==> src/rtl/MD_pkg.sv <==
// Shared widths and state encoding for the position-ring injection controller.
package MD_pkg;

  localparam int GLOBAL_CELL_ID_WIDTH    = 5;
  localparam int OFFSET_PKT_STRUCT_WIDTH = 32;

  typedef enum logic [1:0] {
    IDLE   = 2'd0,
    STREAM = 2'd1,
    DRAIN  = 2'd2,
    DONE   = 2'd3
  } pos_inject_state_t;

endpackage

==> src/rtl/pos_ring_inject_ctrl_credit_counter.sv <==
// Saturating up/down count of injected packets still on the ring, plus the credit flag.
module pos_inject_credit_counter #(
  parameter int MAX_INFLIGHT   = 32,
  parameter int INFLIGHT_WIDTH = 6
) (
  input  logic                      clk,
  input  logic                      rst,
  input  logic                      i_inc,
  input  logic                      i_dec,
  output logic [INFLIGHT_WIDTH-1:0] o_count,
  output logic                      o_credit_ok
);

  localparam logic [INFLIGHT_WIDTH-1:0] MAX_CNT = INFLIGHT_WIDTH'(MAX_INFLIGHT);

  logic [INFLIGHT_WIDTH-1:0] count_q;
  logic                      dec_eff;

  // A retire with nothing outstanding is spurious and must not wrap the count.
  assign dec_eff = i_dec & (count_q != '0);

  always_ff @(posedge clk or posedge rst) begin
    if (rst) begin
      count_q <= '0;
    end else if (i_inc & ~dec_eff) begin
      count_q <= count_q + INFLIGHT_WIDTH'(1);
    end else if (dec_eff & ~i_inc) begin
      count_q <= count_q - INFLIGHT_WIDTH'(1);
    end
  end

  assign o_count     = count_q;
  assign o_credit_ok = (count_q < MAX_CNT);

endmodule

==> src/rtl/pos_ring_inject_ctrl.sv <==
// Streams one home cell's particles from the position cache into the ring injection node.
// Optional stall-cycle counter port when POS_RING_INJECT_PERF_EN is defined.
//
// state  | meaning
// IDLE   | waiting for i_start
// STREAM | reading cache into holding buffer and injecting
// DRAIN  | all injected, waiting for every packet to retire
// DONE   | one-cycle o_done pulse
module pos_ring_inject_ctrl
  import MD_pkg::*;
#(
  parameter int PARTICLE_ADDR_WIDTH = 7,
  parameter int MAX_INFLIGHT        = 32,
  parameter int INFLIGHT_WIDTH      = 6
) (
  input  logic                                clk,
  input  logic                                rst,
  input  logic                                i_start,
  input  logic [PARTICLE_ADDR_WIDTH-1:0]      i_num_particles,
  input  logic [3*GLOBAL_CELL_ID_WIDTH-1:0]   i_gcid,
  output logic                                o_rd_en,
  output logic [PARTICLE_ADDR_WIDTH-1:0]      o_rd_addr,
  input  logic [OFFSET_PKT_STRUCT_WIDTH-1:0]  i_rd_data,
  input  logic                                i_slot_empty,
  input  logic                                i_dispatcher_back_pressure,
  input  logic                                i_retire,
  output logic [OFFSET_PKT_STRUCT_WIDTH-1:0]  o_local_offset_pkt,
  output logic [3*GLOBAL_CELL_ID_WIDTH-1:0]   o_local_gcid,
  output logic                                o_local_valid,
  output logic [INFLIGHT_WIDTH-1:0]           o_inflight,
  output logic                                o_busy,
  output logic                                o_done
`ifdef POS_RING_INJECT_PERF_EN
  ,
  output logic [15:0]                         o_stall_cycles
`endif
);

  localparam int AW = PARTICLE_ADDR_WIDTH;

  pos_inject_state_t state_q, state_d;

  logic [AW-1:0]                      num_q, rd_cnt_q, inject_cnt_q;
  logic                               rd_pending_q, buf_valid_q;
  logic [OFFSET_PKT_STRUCT_WIDTH-1:0] buf_data_q;
  logic [3*GLOBAL_CELL_ID_WIDTH-1:0]  gcid_q;
  logic                               credit_ok, inject, start_acc, last_inject;

  assign start_acc   = (state_q == IDLE) & i_start;
  assign inject      = buf_valid_q & i_slot_empty & ~i_dispatcher_back_pressure & credit_ok;
  assign last_inject = (({1'b0, inject_cnt_q} + {{AW{1'b0}}, inject}) == {1'b0, num_q});

  always_ff @(posedge clk or posedge rst) begin
    if (rst) state_q <= IDLE;
    else     state_q <= state_d;
  end

  always_comb begin
    state_d = state_q;
    o_rd_en = 1'b0;
    o_done  = 1'b0;
    case (state_q)
      IDLE: begin
        if (i_start) state_d = (i_num_particles == '0) ? DONE : STREAM;
      end
      STREAM: begin
        // One read in flight at most; refill only when the buffer is free or draining now.
        o_rd_en = (rd_cnt_q < num_q) & ~rd_pending_q & (~buf_valid_q | inject);
        if (last_inject) state_d = DRAIN;
      end
      DRAIN: begin
        if ((o_inflight == '0) & ~i_retire) state_d = DONE;
      end
      DONE: begin
        o_done  = 1'b1;
        state_d = IDLE;
      end
      default: state_d = IDLE;
    endcase
  end

  always_ff @(posedge clk or posedge rst) begin
    if (rst) begin
      num_q        <= '0;
      gcid_q       <= '0;
      rd_cnt_q     <= '0;
      inject_cnt_q <= '0;
      rd_pending_q <= 1'b0;
      buf_valid_q  <= 1'b0;
      buf_data_q   <= '0;
    end else begin
      rd_pending_q <= o_rd_en;
      if (start_acc) begin
        num_q        <= i_num_particles;
        gcid_q       <= i_gcid;
        rd_cnt_q     <= '0;
        inject_cnt_q <= '0;
        buf_valid_q  <= 1'b0;
      end else begin
        if (o_rd_en) rd_cnt_q <= rd_cnt_q + AW'(1);
        if (inject)  inject_cnt_q <= inject_cnt_q + AW'(1);
        if (rd_pending_q) begin
          buf_valid_q <= 1'b1;
          buf_data_q  <= i_rd_data;
        end else if (inject) begin
          buf_valid_q <= 1'b0;
        end
      end
    end
  end

  pos_inject_credit_counter #(
    .MAX_INFLIGHT  (MAX_INFLIGHT),
    .INFLIGHT_WIDTH(INFLIGHT_WIDTH)
  ) u_credit (
    .clk        (clk),
    .rst        (rst),
    .i_inc      (inject),
    .i_dec      (i_retire),
    .o_count    (o_inflight),
    .o_credit_ok(credit_ok)
  );

  assign o_rd_addr          = rd_cnt_q;
  assign o_local_valid      = inject;
  assign o_local_offset_pkt = buf_data_q;
  assign o_local_gcid       = gcid_q;
  assign o_busy             = (state_q != IDLE);

`ifdef POS_RING_INJECT_PERF_EN
  logic [15:0] stall_q;

  always_ff @(posedge clk or posedge rst) begin
    if (rst) begin
      stall_q <= '0;
    end else if (start_acc) begin
      stall_q <= '0;
    end else if ((state_q == STREAM) & buf_valid_q & ~inject & (stall_q != 16'hFFFF)) begin
      stall_q <= stall_q + 16'd1;
    end
  end

  assign o_stall_cycles = stall_q;
`endif

endmodule

==> config.mk <==
export PLATFORM = sky130hd
export DESIGN_NAME = pos_ring_inject_ctrl
export DESIGN_NICKNAME = d
export VERILOG_FILES = /design/src/rtl/MD_pkg.sv /design/src/rtl/pos_ring_inject_ctrl_credit_counter.sv /design/src/rtl/pos_ring_inject_ctrl.sv
export SDC_FILE = /design/constraint.sdc
export NUM_CORES = 1
export LEC_CHECK = 0
export BUFFER_PORTS_ARGS = -buffer_cell sky130_fd_sc_hd__buf_2
export CAP_MARGIN = 40
export CORE_MARGIN = 2
export CORE_UTILIZATION = 50
export CTS_CLUSTER_DIAMETER = 100
export DETAILED_ROUTE_END_ITERATION = 7
export PLACE_DENSITY = 0.79
export SKIP_CTS_REPAIR_TIMING = 1
export SLEW_MARGIN = 20
export SYNTH_ARGS = -nofsm -noshare
export SYNTH_HDL_FRONTEND = slang
export SYNTH_HIERARCHICAL = 1
export SYNTH_SLANG_ARGS = --single-unit
export TNS_END_PERCENT = 20
==> constraint.sdc <==
create_clock -name clk -period 8.9 [get_ports clk]
set_input_delay 0.89 -clock clk [delete_from_list [all_inputs] [get_ports clk]]
set_output_delay 0.89 -clock clk [all_outputs]
set_load 0.01 [all_outputs]
==> impl_metrics.ini <==
[clocking]
cts_buffer_depth = 2
cts_buffers = 9
clkSinkCount = 78
h-tree-depth = 3
cts_tree = built
clk_latency_ns = 0.33
cts_root_buffer = clkbuf_8
path_clk_slew_ns = 0.09

[synth]
async_flop_share_pct = 100
syn-instance-count = 351
synthDominantCellAreaShare_pct = 51.6
synth_area_mm2 = 0.00378
ys_warn_count = 6
syn_area_per_cell_um2 = 10.8
synth_edf_count = 0
syn-num-nets = 432
synth-seq-area-share_pct = 51.6
netlist-cell-type-count = 47
synthFlopType = dfrtp_1
synth-seq-cells = 78
synthTopCellsByArea = dfrtp_1 (52%), mux2_2 (9.8%), nand2_1 (6.8%)
synth_largest_area_cell = dfrtp_1

[floorplan]
core_mm2 = 0.00729
start_util_pct = 51.9
die_w_um = 91.0
io_pins = 124
die_h_um = 91.0
rows = 31
die_area_mm2 = 0.00828

[sta]
maxSlewHeadroom_pct = 53.0
hold_ws_ns = 0.474
tightest_slew_ns = 0.703
fin_crit_sh_pct = 37.6
setup_viol = 0
fin_crit_ns = 3.35
max_freq_mhz = 299
fin_skew_ns = 0.0149
slew_violations = 0
grt_setup_unrepaired = false
tns_ns = 0
worst_slack_ns = 5.55
hold_viol_final = 0

[worst_hold_path]
hp-class = flip-flop to flip-flop

[flow_run]
drv_cap = 0

[pwr]
p_int_mw = 1.01
p_switching_mw = 0.614
finalPower_mw = 1.62
p_clk_share_pct = 18.6
comb_power_share_pct = 43.2
vdd_drop_max_uv = 176
p_seq_share_pct = 38.2
power.density_mw_per_mm2 = 342
p_leak_nw = 2.42
swShare_pct = 37.8

[worst_setup_path]
setup.worst_path.class = primary input to flip-flop
cp_data_arrival_time_ns = 3.59
required_ns = 9.15
startpoint_type = primary input
path_max_fanout = 7
cp-end-kind = flip-flop

[layout]
area_growth_syn_to_layout_pct = 25.5
fill_cells = 632
num-nets-final = 557
final_cell_area_mm2 = 0.00475
multi_input_area_mm2 = 0.00171
diodes = 0
regArea_mm2 = 0.00195
drive_gt1_share_pct = 38.5

[route]
routed_wl_um = 8580
vias = 2967
dr.pass1.iters = 4
drt-initial-drc-count = 106
vias_per_cell = 5.12
remaining_drc_errors = 0
ant_nets = 0
wl_per_cell_um = 14.8

[grt]
grt_pass1_wl_um = 14200
antenna_found_initial = 0
grt_max_degree = 50
grt_usage_pct = 21.2
gr-total-overflow = 0
grt_pass1_vias = 3058

[place]
post-place-ws_ns = 5.24
place_hpwl_um = 6430
dpl-instance-area_mm2 = 0.00451
port_buffers = 123
gp_congestion = 0.785

[run_status]
outcome = finished clean
## power groups by stage
stage | logic, mW | clock network (mW) | registers [mW]
2_1_floorplan | 0.411 | 0 | 0.671
3_3_place_gp | 0.674 | 0 | 0.616
3_5_place_dp | 0.705 | 0 | 0.626
4_1_cts | 0.706 | 0.309 | 0.621
5_1_grt | 0.776 | 0.327 | 0.644
6_report | 0.701 | 0.302 | 0.620
## Yosys cell counts, types with 2 or more instances
cell type,n
dfrtp_1,78
nand2_1,69
mux2_2,33
ha_1,20
inv_1,16
nor2_1,15
o21ai_0,13
a21oi_1,10
xnor2_1,10
xor2_1,10
clkbuf_1,7
nand3_1,5
and2_1,4
buf_1,4
nand4_1,4
nor3_1,4
o211ai_1,4
a21o_1,3
nor2b_1,3
nor4_1,3
or3_1,3
or4_1,3
and3_1,2
nand2b_1,2
o31ai_1,2
or2_2,2
or3b_2,2
## routing by layer
layer  GRT usage, %  routed length [um]  vias to the layer above
met5              0                   0                        -
met4           7.32                 152                        0
met3           4.15                 422                       12
met2           37.0                4310                       80
met1           26.3                3690                     1425
li1               -                   -                     1450
## layout by cell type, fill, tap and decap left out, types with 3 or more instances in the layout
| cell | instances |
|---|---|
| buf_2 | 123 |
| or3_1 | 3 |
| mux2_2 | 33 |
| nor2_1 | 15 |
| dfrtp_1 | 78 |
| inv_1 | 15 |
| nand3_1 | 5 |
| nor3_1 | 4 |
| or4_1 | 3 |
| a21o_1 | 3 |
| clkbuf_8 | 10 |
| o211ai_1 | 4 |
| nand2_1 | 69 |
| o21ai_0 | 13 |
| nor4_1 | 3 |
| nand4_1 | 4 |
| xor2_1 | 10 |
| and2_1 | 4 |
| xnor2_1 | 10 |
| ha_1 | 20 |
| a21oi_1 | 10 |
| buf_4 | 3 |
| nor2b_1 | 3 |
## registers in the layout, indices dropped and copies added (netlist names)
signal,cells
o_rd_addr,7
num_q,7
o_local_gcid,15
u_credit/o_count,6
inject_cnt_q,7
o_local_offset_pkt,32
buf_valid_q,1
rd_pending_q,1
state_q,2
## worst max-delay path: stages
cell	delay, ns
buf_2	0.09
nand3b_1	0.16
or2_2	0.32
inv_1	0.20
ha_1	0.21
ha_1	0.22
or3b_2	0.46
o211a_1	0.14
o32ai_1	0.26
a41oi_1	0.18
a21oi_1	0.24
mux2i_1	0.23
## kinds of logic (layout without fill, tap and decap cells)
logic type / count (synthesis) / after routing / share of synthesized area, %
and+or+nand+nor: 124 / 124 / 15.0
muxes: 34 / 34 / 10.1
AOI/OAI and AO/OA: 45 / 45 / 8.40
DFF: 78 / 78 / 51.6
buffers and inverters: 29 / 159 / 3.11
adders and majority gates: 21 / 21 / 7.15
xor gates and xnor gates: 20 / 20 / 4.63
## through the flow
| step | instances | utilization (%) |
|---|---|---|
| final | 580 | 65.1 |
| after global routing | 580 | 65.1 |
| after CTS | 580 | 65.1 |
| after detailed placement | 564 | 61.9 |
| after global placement | 563 | 61.5 |
| after floorplan | 351 | - |
## final timing paths
path                                                  from                         endpoint  slack [ns]  depth (start not counted)
max                             i_dispatcher_back_pressure           state_q[1]$_DFFE_PP0P_        5.55                         12
min                            o_local_gcid[5]$_DFFE_PP0P_      o_local_gcid[5]$_DFFE_PP0P_        0.47                          2
max reg2reg                u_credit/o_count[5]$_DFFE_PP0P_           state_q[1]$_DFFE_PP0P_        5.69                         12
min reg2reg                    o_local_gcid[5]$_DFFE_PP0P_      o_local_gcid[5]$_DFFE_PP0P_        0.47                          2
max in group asynchronous                              rst         o_rd_addr[1]$_DFFE_PP0P_        7.73                          4
min in group asynchronous                              rst  u_credit/o_count[3]$_DFFE_PP0P_        0.48                          2
## layout make-up
class                      count  area share, %
sequential                    78           41.1
multi-input combinational    244           36.1
timing repair buffer         127           14.0
clock buffer                  10           2.90
tap                           99           2.61
clock inverter                 6           1.98
inverter                      16           1.27
No activity file was read; power rests on OpenSTA's default activity.
